**config.mk**
```make
export PLATFORM = sky130hd
export DESIGN_NAME = ftu_word_serializer
export DESIGN_NICKNAME = d
export VERILOG_FILES = /design/src/rtl/ftu_word_serializer.sv
export SDC_FILE = /design/constraint.sdc
export NUM_CORES = 1
export LEC_CHECK = 0
export ABC_AREA = 0
export ABC_CLOCK_PERIOD_IN_PS = 3600
export CAP_MARGIN = 10
export CORE_AREA = 10 10 103 105
export CTS_CLUSTER_DIAMETER = 60
export DETAILED_ROUTE_END_ITERATION = 10
export DIE_AREA = 0 0 113 115
export PLACE_DENSITY = 0.72
export SETUP_SLACK_MARGIN = 0.05
export SYNTH_ARGS = -nofsm -noshare
export SYNTH_HDL_FRONTEND = slang
export SYNTH_SLANG_ARGS = --single-unit
```
**constraint.sdc**
```tcl
create_clock -name sys_clk -period 3.6 [get_ports sys_clk]
set_input_delay 0.72 -clock sys_clk [delete_from_list [all_inputs] [get_ports sys_clk]]
set_output_delay 0.72 -clock sys_clk [all_outputs]
set_load 0.02 [all_outputs]
```
**src/rtl/ftu_word_serializer.sv**
```systemverilog
// ftu_word_serializer
// Pops one N_BYTES-wide word from the TX FIFO and hands it to xmit one
// byte at a time. Each byte gets a one-cycle xmit strobe, and the block
// then waits for xmit_done before it moves to the next byte.
//
// Runtime options are captured when the word is loaded:
//   mode_trim  1 = drop high all-zero bytes (never fewer than MIN_BYTES)
//   msb_first  1 = send the highest used byte first
//
// Ports
//   sys_clk    in   system clock, rising edge
//   sys_rst_l  in   asynchronous reset, active-high
//   pndng      in   FIFO not empty (looked at only in IDLE)
//   D_reg      in   FIFO read data, valid the cycle after pop
//   pop        out  FIFO read strobe, one cycle per word
//   mode_trim  in   trim mode select
//   msb_first  in   byte order select
//   Dout       out  byte presented to xmit
//   xmit       out  one-cycle start strobe for the current byte
//   xmit_done  in   xmit finished the current byte (looked at only in WAIT)
//   busy       out  high in every state except IDLE
//   word_done  out  one-cycle pulse after the last byte of a word
//   byte_idx   out  bytes already completed in the current word
//   state_dbg  out  {trim_q, msb_q, fsm state} for checkers
//
// Handshake: pop and xmit are single-cycle strobes with no ready. The FIFO
// presents the word on D_reg in the cycle after pop. xmit_done is a
// level or a pulse. It counts only in WAIT, so a done that is still high
// from the previous byte, or one raised in the START cycle, cannot skip a byte.
module ftu_word_serializer #(
  parameter  int BYTE_W    = 8,
  parameter  int N_BYTES   = 8,
  parameter  int MIN_BYTES = 4,
  localparam int CNT_W     = $clog2(N_BYTES + 1),
  localparam int WORD_W    = N_BYTES * BYTE_W
) (
  input  logic              sys_clk,
  input  logic              sys_rst_l,
  input  logic              pndng,
  input  logic [WORD_W-1:0] D_reg,
  output logic              pop,
  input  logic              mode_trim,
  input  logic              msb_first,
  output logic [BYTE_W-1:0] Dout,
  output logic              xmit,
  input  logic              xmit_done,
  output logic              busy,
  output logic              word_done,
  output logic [CNT_W-1:0]  byte_idx,
  output logic [4:0]        state_dbg
);

  if (MIN_BYTES < 1 || MIN_BYTES > N_BYTES) begin : g_bad_min_bytes
    $error("ftu_word_serializer: MIN_BYTES must be in 1..N_BYTES");
  end

  typedef enum logic [2:0] {
    S_IDLE  = 3'd0,
    S_POP   = 3'd1,
    S_LOAD  = 3'd2,
    S_START = 3'd3,
    S_WAIT  = 3'd4,
    S_DONE  = 3'd5
  } state_t;

  state_t             state, state_nx;
  logic [WORD_W-1:0]  word_q;
  logic [CNT_W-1:0]   len_q;
  logic [CNT_W-1:0]   cnt;
  logic               trim_q;
  logic               msb_q;

  logic [CNT_W-1:0]   hi_len;
  logic [CNT_W-1:0]   trim_len;
  logic [CNT_W-1:0]   sel;
  logic               last_byte;

  // Length in trim mode: index of the highest nonzero byte plus one,
  // with MIN_BYTES as the floor. An all-zero word gives MIN_BYTES.
  always_comb begin
    hi_len = '0;
    for (int i = 0; i < N_BYTES; i++) begin
      if (D_reg[i*BYTE_W +: BYTE_W] != '0) hi_len = CNT_W'(i + 1);
    end
    trim_len = (hi_len < CNT_W'(MIN_BYTES)) ? CNT_W'(MIN_BYTES) : hi_len;
  end

  assign last_byte = (cnt == len_q - CNT_W'(1));

  // When MSB first, count down from the highest used byte. cnt < len_q
  // <= N_BYTES, so sel always stays inside the word. The compare loop
  // avoids indexing with a wider-than-needed select.
  always_comb begin
    sel  = msb_q ? (len_q - CNT_W'(1) - cnt) : cnt;
    Dout = '0;
    for (int i = 0; i < N_BYTES; i++) begin
      if (sel == CNT_W'(i)) Dout = word_q[i*BYTE_W +: BYTE_W];
    end
  end

  always_ff @(posedge sys_clk or posedge sys_rst_l) begin
    if (sys_rst_l) begin
      state <= S_IDLE;
    end else begin
      state <= state_nx;
    end
  end

  always_comb begin
    state_nx  = state;
    pop       = 1'b0;
    xmit      = 1'b0;
    word_done = 1'b0;
    busy      = (state != S_IDLE);
    case (state)
      S_IDLE:  if (pndng) state_nx = S_POP;
      S_POP: begin
        pop      = 1'b1;
        state_nx = S_LOAD;
      end
      S_LOAD:  state_nx = S_START;
      S_START: begin
        xmit     = 1'b1;
        state_nx = S_WAIT;
      end
      S_WAIT: begin
        if (xmit_done) state_nx = last_byte ? S_DONE : S_START;
      end
      S_DONE: begin
        word_done = 1'b1;
        state_nx  = S_IDLE;
      end
      default: state_nx = S_IDLE;
    endcase
  end

  always_ff @(posedge sys_clk or posedge sys_rst_l) begin
    if (sys_rst_l) begin
      word_q <= '0;
      len_q  <= '0;
      cnt    <= '0;
      trim_q <= 1'b0;
      msb_q  <= 1'b0;
    end else begin
      case (state)
        S_LOAD: begin
          word_q <= D_reg;
          trim_q <= mode_trim;
          msb_q  <= msb_first;
          cnt    <= '0;
          len_q  <= mode_trim ? trim_len : CNT_W'(N_BYTES);
        end
        S_WAIT: if (xmit_done && !last_byte) cnt <= cnt + CNT_W'(1);
        S_DONE: cnt <= '0;
        default: ;
      endcase
    end
  end

  assign byte_idx  = cnt;
  assign state_dbg = {trim_q, msb_q, state};

endmodule

```
# After elaboration in Yosys (flattened, before gate mapping)

Index checks and enable logic that the tools add are counted.

Bits in registers: 77
Input bits: 70
Output and inout port bits: 21
Logic and storage cells: 71

$add $sub $neg: 3
Magnitude comparators: 1
Equal/unequal tests: 16
Mux-type cells: 28
Reductions and logical operators: 17

Operators with widths:

| kind                                                       | number |
|---|---|
| two-way mux 8 bit                                          | 8 |
| nonzero test 8 bit                                         | 8 |
| two-way mux 4 bit                                          | 11 |
| == test 4 x 3 -> 1 bit, second input constant              | 4 |
| one-hot mux 3 bit (5 select lines)                         | 1 |
| two-way mux 3 bit                                          | 3 |
| == test 4 x 2 -> 1 bit, second input constant              | 2 |
| one-hot mux 4 bit (2 select lines)                         | 1 |
| == test 3 x 2 -> 1 bit, second input constant              | 2 |
| == test 3 bit, second input constant                       | 2 |
| inequality test 2 bit, second input constant               | 3 |
| adder 4 x 1 -> 4 bit, second input constant                | 1 |
| == test 4 x 1 -> 1 bit, second input constant              | 1 |
| == test 4 bit                                              | 1 |
| zero test 4 bit                                            | 1 |
| less-than comparator 4 x 3 -> 1 bit, second input constant | 1 |
| two-way mux 1 bit                                          | 4 |
| AND reduction 2 bit                                        | 2 |
| subtractor 4 x 1 -> 4 bit, second input constant           | 1 |
| subtractor 4 bit                                           | 1 |
| == test 3 x 1 -> 1 bit, second input constant              | 1 |
| zero test 3 bit                                            | 1 |
| nonzero test 3 bit                                         | 1 |
| nonzero test 2 bit                                         | 1 |
| 3 further kinds                                            | 3 |

# Longest topological paths before layout

Word-level depth: 12
Depth in mapped cells: 9
Mapped depth without buffers: 9

# Worst setup path before layout

Ideal clock, no wire load.

Path kind: register -> output
Start: register cnt[0], in the netlist byte_idx[0]
End: output Dout[5]
Cell stages (with the launch flop): 8
Path slack: 0.175 ns
Arrival: 2.705 ns
Buffers on the path: 1
Data required time: 2.880 ns
Cell sequence: dfrtp_1 -> ha_1 -> inv_1 -> fa_1 -> mux2i_2 -> buf_6 -> mux4_2 -> a22o_1

Cells in the longest elaborated chain, start to end: 11
Elaborated cells on any way between the ends: 18
Classes of those cells: add/sub: 1; eq/ne: 7; mux: 9; reduce/logical: 1

Ends and longest elaborated chain:

| what                           | line | source |
|---|---|---|
| start, declared                | 69   | `logic [CNT_W-1:0] cnt;` |
| start signal, assigned         | 153  | `S_WAIT: if (xmit_done && !last_byte) cnt <= cnt + CNT_W'(1);` |
| subtractor 4 bit               | 94   | `sel = msb_q ? (len_q - CNT_W'(1) - cnt) : cnt;` |
| two-way mux 4 bit *            | 94   |  |
| zero test 4 bit                | 97   | `if (sel == CNT_W'(i)) Dout = word_q[i*BYTE_W +: BYTE_W];` |
| two-way mux 8 bit (7 in a row) | 97   |  |
| two-way mux 8 bit *            | 97   |  |
| end, declared                  | 44   | `output logic [BYTE_W-1:0] Dout,` |

Every way passes the cells marked *; elsewhere a longest branch is shown, timed or not.

# Worst setup path in the final report

Start: register len_q[0]
End: output Dout[3]

Cells in the longest elaborated chain, start to end: 12
Elaborated cells on any way between the ends: 19
Classes of those cells: add/sub: 2; eq/ne: 7; mux: 9; reduce/logical: 1

Ends and longest elaborated chain:

| what                           | line | source |
|---|---|---|
| start, declared                | 68   | `logic [CNT_W-1:0] len_q;` |
| start signal, assigned         | 151  | `len_q <= mode_trim ? trim_len : CNT_W'(N_BYTES);` |
| subtractor 4 x 1 -> 4 bit *    | 94   |  |
| subtractor 4 bit *             | 94   |  |
| two-way mux 4 bit *            | 94   |  |
| zero test 4 bit                | 97   |  |
| two-way mux 8 bit (7 in a row) | 97   |  |
| two-way mux 8 bit *            | 97   |  |

Marks and branches as above.

==> metrics.md <==
| Metric | Value |
|---|---|
| Run status | complete, no violations |
| Vias per std cell | 5.142 |
| Initial DRC Count | 142 |
| Cell-by-cell listing of the critical path | inv_2 -> ha_4 -> inv_2 -> fa_1 -> mux2i_4 -> buf_12 -> mux4_2 -> a22o_1 -> buf_6 |
| Clock root buffer | clkbuf_8 |
| Highest-count cells in the layout ignoring fill and taps | nand2_1 (204), clkdlybuf4s50_1 (82), dfrtp_1 (77) |
| CP top delay family | adder cells |
| Highest ir drop seen on vdd | 0.3742 mV |
| Chip width | 113 um |
| Worst hold-check path type | reg -> reg |
| Combined buffer and inverter count along the critical path | 4 |
| Net switching power of the design | 1817 uW |
| Overall die area | 13000 sq um |
| Hpwl dp | 7545 um |
| Total of max-cap violations | 0 |
| CP startpoint kind | flip-flop |
| Total power | 4541 uW |
| Initial antenna violation count | 0 |
| Post-DRT Antenna Nets | 0 |
| Synth Area per Inst | 9.368 sq um |
| Total iterations of the first detailed-routing run | 4 |
| Startpoint of the most critical hold path | word_q[30] |
| Maximum clock rate | 279.9 MHz |
| Multiplexer area fraction after synthesis | 9.983% |
| Worst path most repeated cell | inv_2 |
| Yosys warning count | 0 |
| Synthesized instance count | 400 |
| Cell count of the worst hold path | 2 |
| Setup slack on the worst flop-to-flop path | 1.30 ns |
| CORE AREA | 8551 sq um |
| Post-route clock period utilization | 99.25% |
| Fraction of final layout cells sized beyond drive strength 1 | 15.05% |
| Share of the synthesized area in compound gates (AO/OA/AOI/OAI) | 6.745% |
| Count of fill cells added during filler insertion | 703 |
| Post-route setup slack | 0.02711 ns |
| Setup TNS | 0 ns |
| Area grow syn2layout | 37.16% |
| Number of cell instances on the worst register-to-register path | 10 |
| Worst reg2reg path startpoint | len_q[0] |
| Max-Slew Margin vs Limit | 53.35% |
| Post-synthesis cell area | 3747 sq um |
| Final Hold Violating Endpoints | 0 |
| Sequential fraction of the synthesis area | 51.42% |
| Crit-path max FO | 6 |
| Synthesized-area fraction occupied by adder cells | 2.204% |
| Total of endpoints with negative setup slack in the final report | 0 |
| Synthesis-stage register bit count | 77 |
| Setup crit start | len_q[0] |
| Transition time of the tightest slew-check pin | 0.6997 ns |
| DRC violations left | 0 |
| Internal power summed over all cells | 2724 uW |
| Number of sinks driven by the clock tree | 77 |
| Global-route wire length before repair | 16710 um |
| Std-Cell Rows | 34 |
| Worst-case hold path end point | word_q[30] |
| CTS tree | yes |
| Final Skew | 0.006176 ns |
| Combinational family with the most area after synthesis | simple AND/OR/NAND/NOR gates |
| Number of global-route vias before repair | 3308 |
| Sum of routed wire length over all layers | 10350 um |
| Sw frac | 40.01% |
| Insertion delay of the later-clocked pin in the worst-skew pair | 0.35 ns |
| Placed standard-cell area | 4836 sq um |
| Data arrival time of the critical path | 2.85 ns |
| Number of distinct library cells after synthesis | 39 |
| Required time at the worst-slack endpoint | 2.88 ns |
| CTS H-tree lvls | 3 |
| Relative contribution of the clock network to total power | 14.8% |
| Layout Nets | 576 |
| Crit-path slowest cell | fa_1 |
| Maximum cell stage delay along the critical path | 0.50 ns |
| Reg-to-reg endpoint | byte_idx[2] |
| Die boundary height | 115 um |
| Leakage Power | 0.002411 uW |
| Effective utilization at floorplan | 43.82% |
| Detail-routed net length per standard cell | 16.88 um |
| Syn_nets | 476 |
| Power per standard cell area | 883.5 nW/um^2 |
| Overflow after GRT | 0 |
| Total global routing track utilization | 15.78% |
| Placement-stage worst setup slack | -0.06918 ns |
| Crit path capture type | output pin |
| Number of top-level pins | 91 |
| Combinational Power Share | 51.5% |
| Combined area of the multi-input logic cells | 1727 sq um |
| Number of buffers on the longest clock path | 2 |
| Count of buffers from port buffering | 90 |
| Register area | 1927 sq um |
| Final critical delay including setup and external delays | 3.573 ns |
| Max-slew violation total from the final report | 0 |
| Routability Congestion | 0.8416 |
| Simple-gate share of the synthesized area | 24.51% |
| Clk slew on worst S/H paths | 0.09 ns |
| Commonest non-fill, non-tap cell in the layout | nand2_1 |
| Clock buffer count from CTS | 9 |
| Critical path start-end classification | reg -> out |
| Detailed-route via count | 3152 |
| Sequential share of power | 33.7% |
| Unrepaired setup endpoints after global routing | true |
| Largest net degree at the start of global routing | 72 |
| Number of diodes added for antenna fixing | 0 |
| Area share of xor/xnor cells in the synthesized design | 1.402% |
| Design Area, Final | 5140 sq um |
-- power by group through the flow --
stage                     clock (uW)  sequential, uW  combinational (uW)
after global placement             0            1530                2210
after global routing             719            1570                2570
final                            673            1530                2340
after CTS                        691            1520                2370
after floorplan                    0            1440                1530
after detailed placement           0            1530                2270
-- state kept, by name, summed over array words and instances, names as in the netlist --
name and count:
word_q 64, byte_idx 4, len_q 4, state 3
msb_q 1, trim_q 1
-- per-stage QoR --
step / hold WS, ns / utilization [%] / cells
global placement: 0.4535 / 56.56 / 591
floorplan: 0.4403 / - / 400
detailed placement: 0.4594 / 56.56 / 591
global route: 0.4963 / 60.11 / 613
CTS: 0.4800 / 60.13 / 613
finish: 0.4784 / 60.11 / 613
-- cell families (layout without fill, tap and decap cells) --
family / count (synthesis) / after routing
flops: 77 / 77
compound gates: 31 / 31
buf+inv: 33 / 138
fa+ha+maj: 6 / 6
xor+xnor: 6 / 6
simple gates: 230 / 230
mux: 17 / 17
-- cell usage after synthesis --
library cell  instances  area (sq um)
nor2_1                4         15.01
o211ai_1              2         15.01
a21oi_1               2         10.01
xnor2_1               5         43.79
o41ai_1               1         8.760
inv_1                11         41.29
ha_1                  5         62.56
nor2b_1               1         6.260
o21ai_4               1         16.27
inv_2                 1         3.750
buf_4                 2         15.01
clkbuf_1             17         63.81
a31o_2                1         8.760
nand2b_1              1         6.260
o31ai_1               1         7.510
or3_2                 1         7.510
nor3b_1               2         15.01
nand3_1               3         15.01
buf_6                 1         11.26
nor3_1                3         15.01
nor4_1                8         50.05
dfrtp_1              77          1927
o22ai_1               2         12.51
xor2_1                1         8.760
o32ai_2               1         16.27
nand4b_1              1         8.760
buf_2                 1         5.000
nand3b_1              1         7.510
o21a_1                1         7.510
o21ai_0               8         40.04
mux2i_2               1         13.76
a22o_1                8         70.07
or3_1                 1         6.260
o31ai_4               1         21.27
mux4_2               16         360.4
o311a_1               1         10.01
fa_1                  1         20.02
o2111ai_1             1         8.760
nand2_1             204         765.7
-- worst max-delay path by stage --
| stage | slack (ns) | end | depth (start not counted) |
|---|---|---|---|
| floorplan | 0.17 | Dout[5] | 7 |
| global placement | -0.02 | Dout[3] | 9 |
| detailed placement | -0.07 | Dout[3] | 9 |
| CTS | -0.003 | Dout[6] | 10 |
| global route | -0.06 | Dout[7] | 13 |
| finish | 0.03 | Dout[3] | 9 |
-- tightest hold or removal path, cell delays in order (launching register included) --
cell     delay, ns
dfrtp_1       0.35
nand2_1       0.05
nand2_1       0.05
-- cell type report --
class                           count  share of cell area (%)
Tap cell                          108                   2.629
Sequential cell                    77                   37.49
Clock buffer                        9                   2.410
Multi-Input combinational cell    290                   33.59
Inverter                           12                  0.8763
Timing Repair Buffer              110                   21.45
Clock inverter                      7                   1.558
-- repair_timing --
| action | CTS | global route |
|---|---|---|
| pin swaps | 9 | 6 |
| endpoints found under the hold margin | 0 | 0 |
| gates resized for setup | 56 | 4 |
| gates cloned | 1 | 0 |
| buffers inserted | 5 | 1 |
| hold buffers | 0 | 0 |
| endpoints found under the setup margin | 8 | 8 |
-- per-layer routing --
layer | GRT usage [%] | routed length (um)
met5 | 0 | 0
met4 | 5.076 | 109
met3 | 4.010 | 740
met2 | 25.61 | 5013
met1 | 20.20 | 4482
Power figures use the tool's default switching activity.
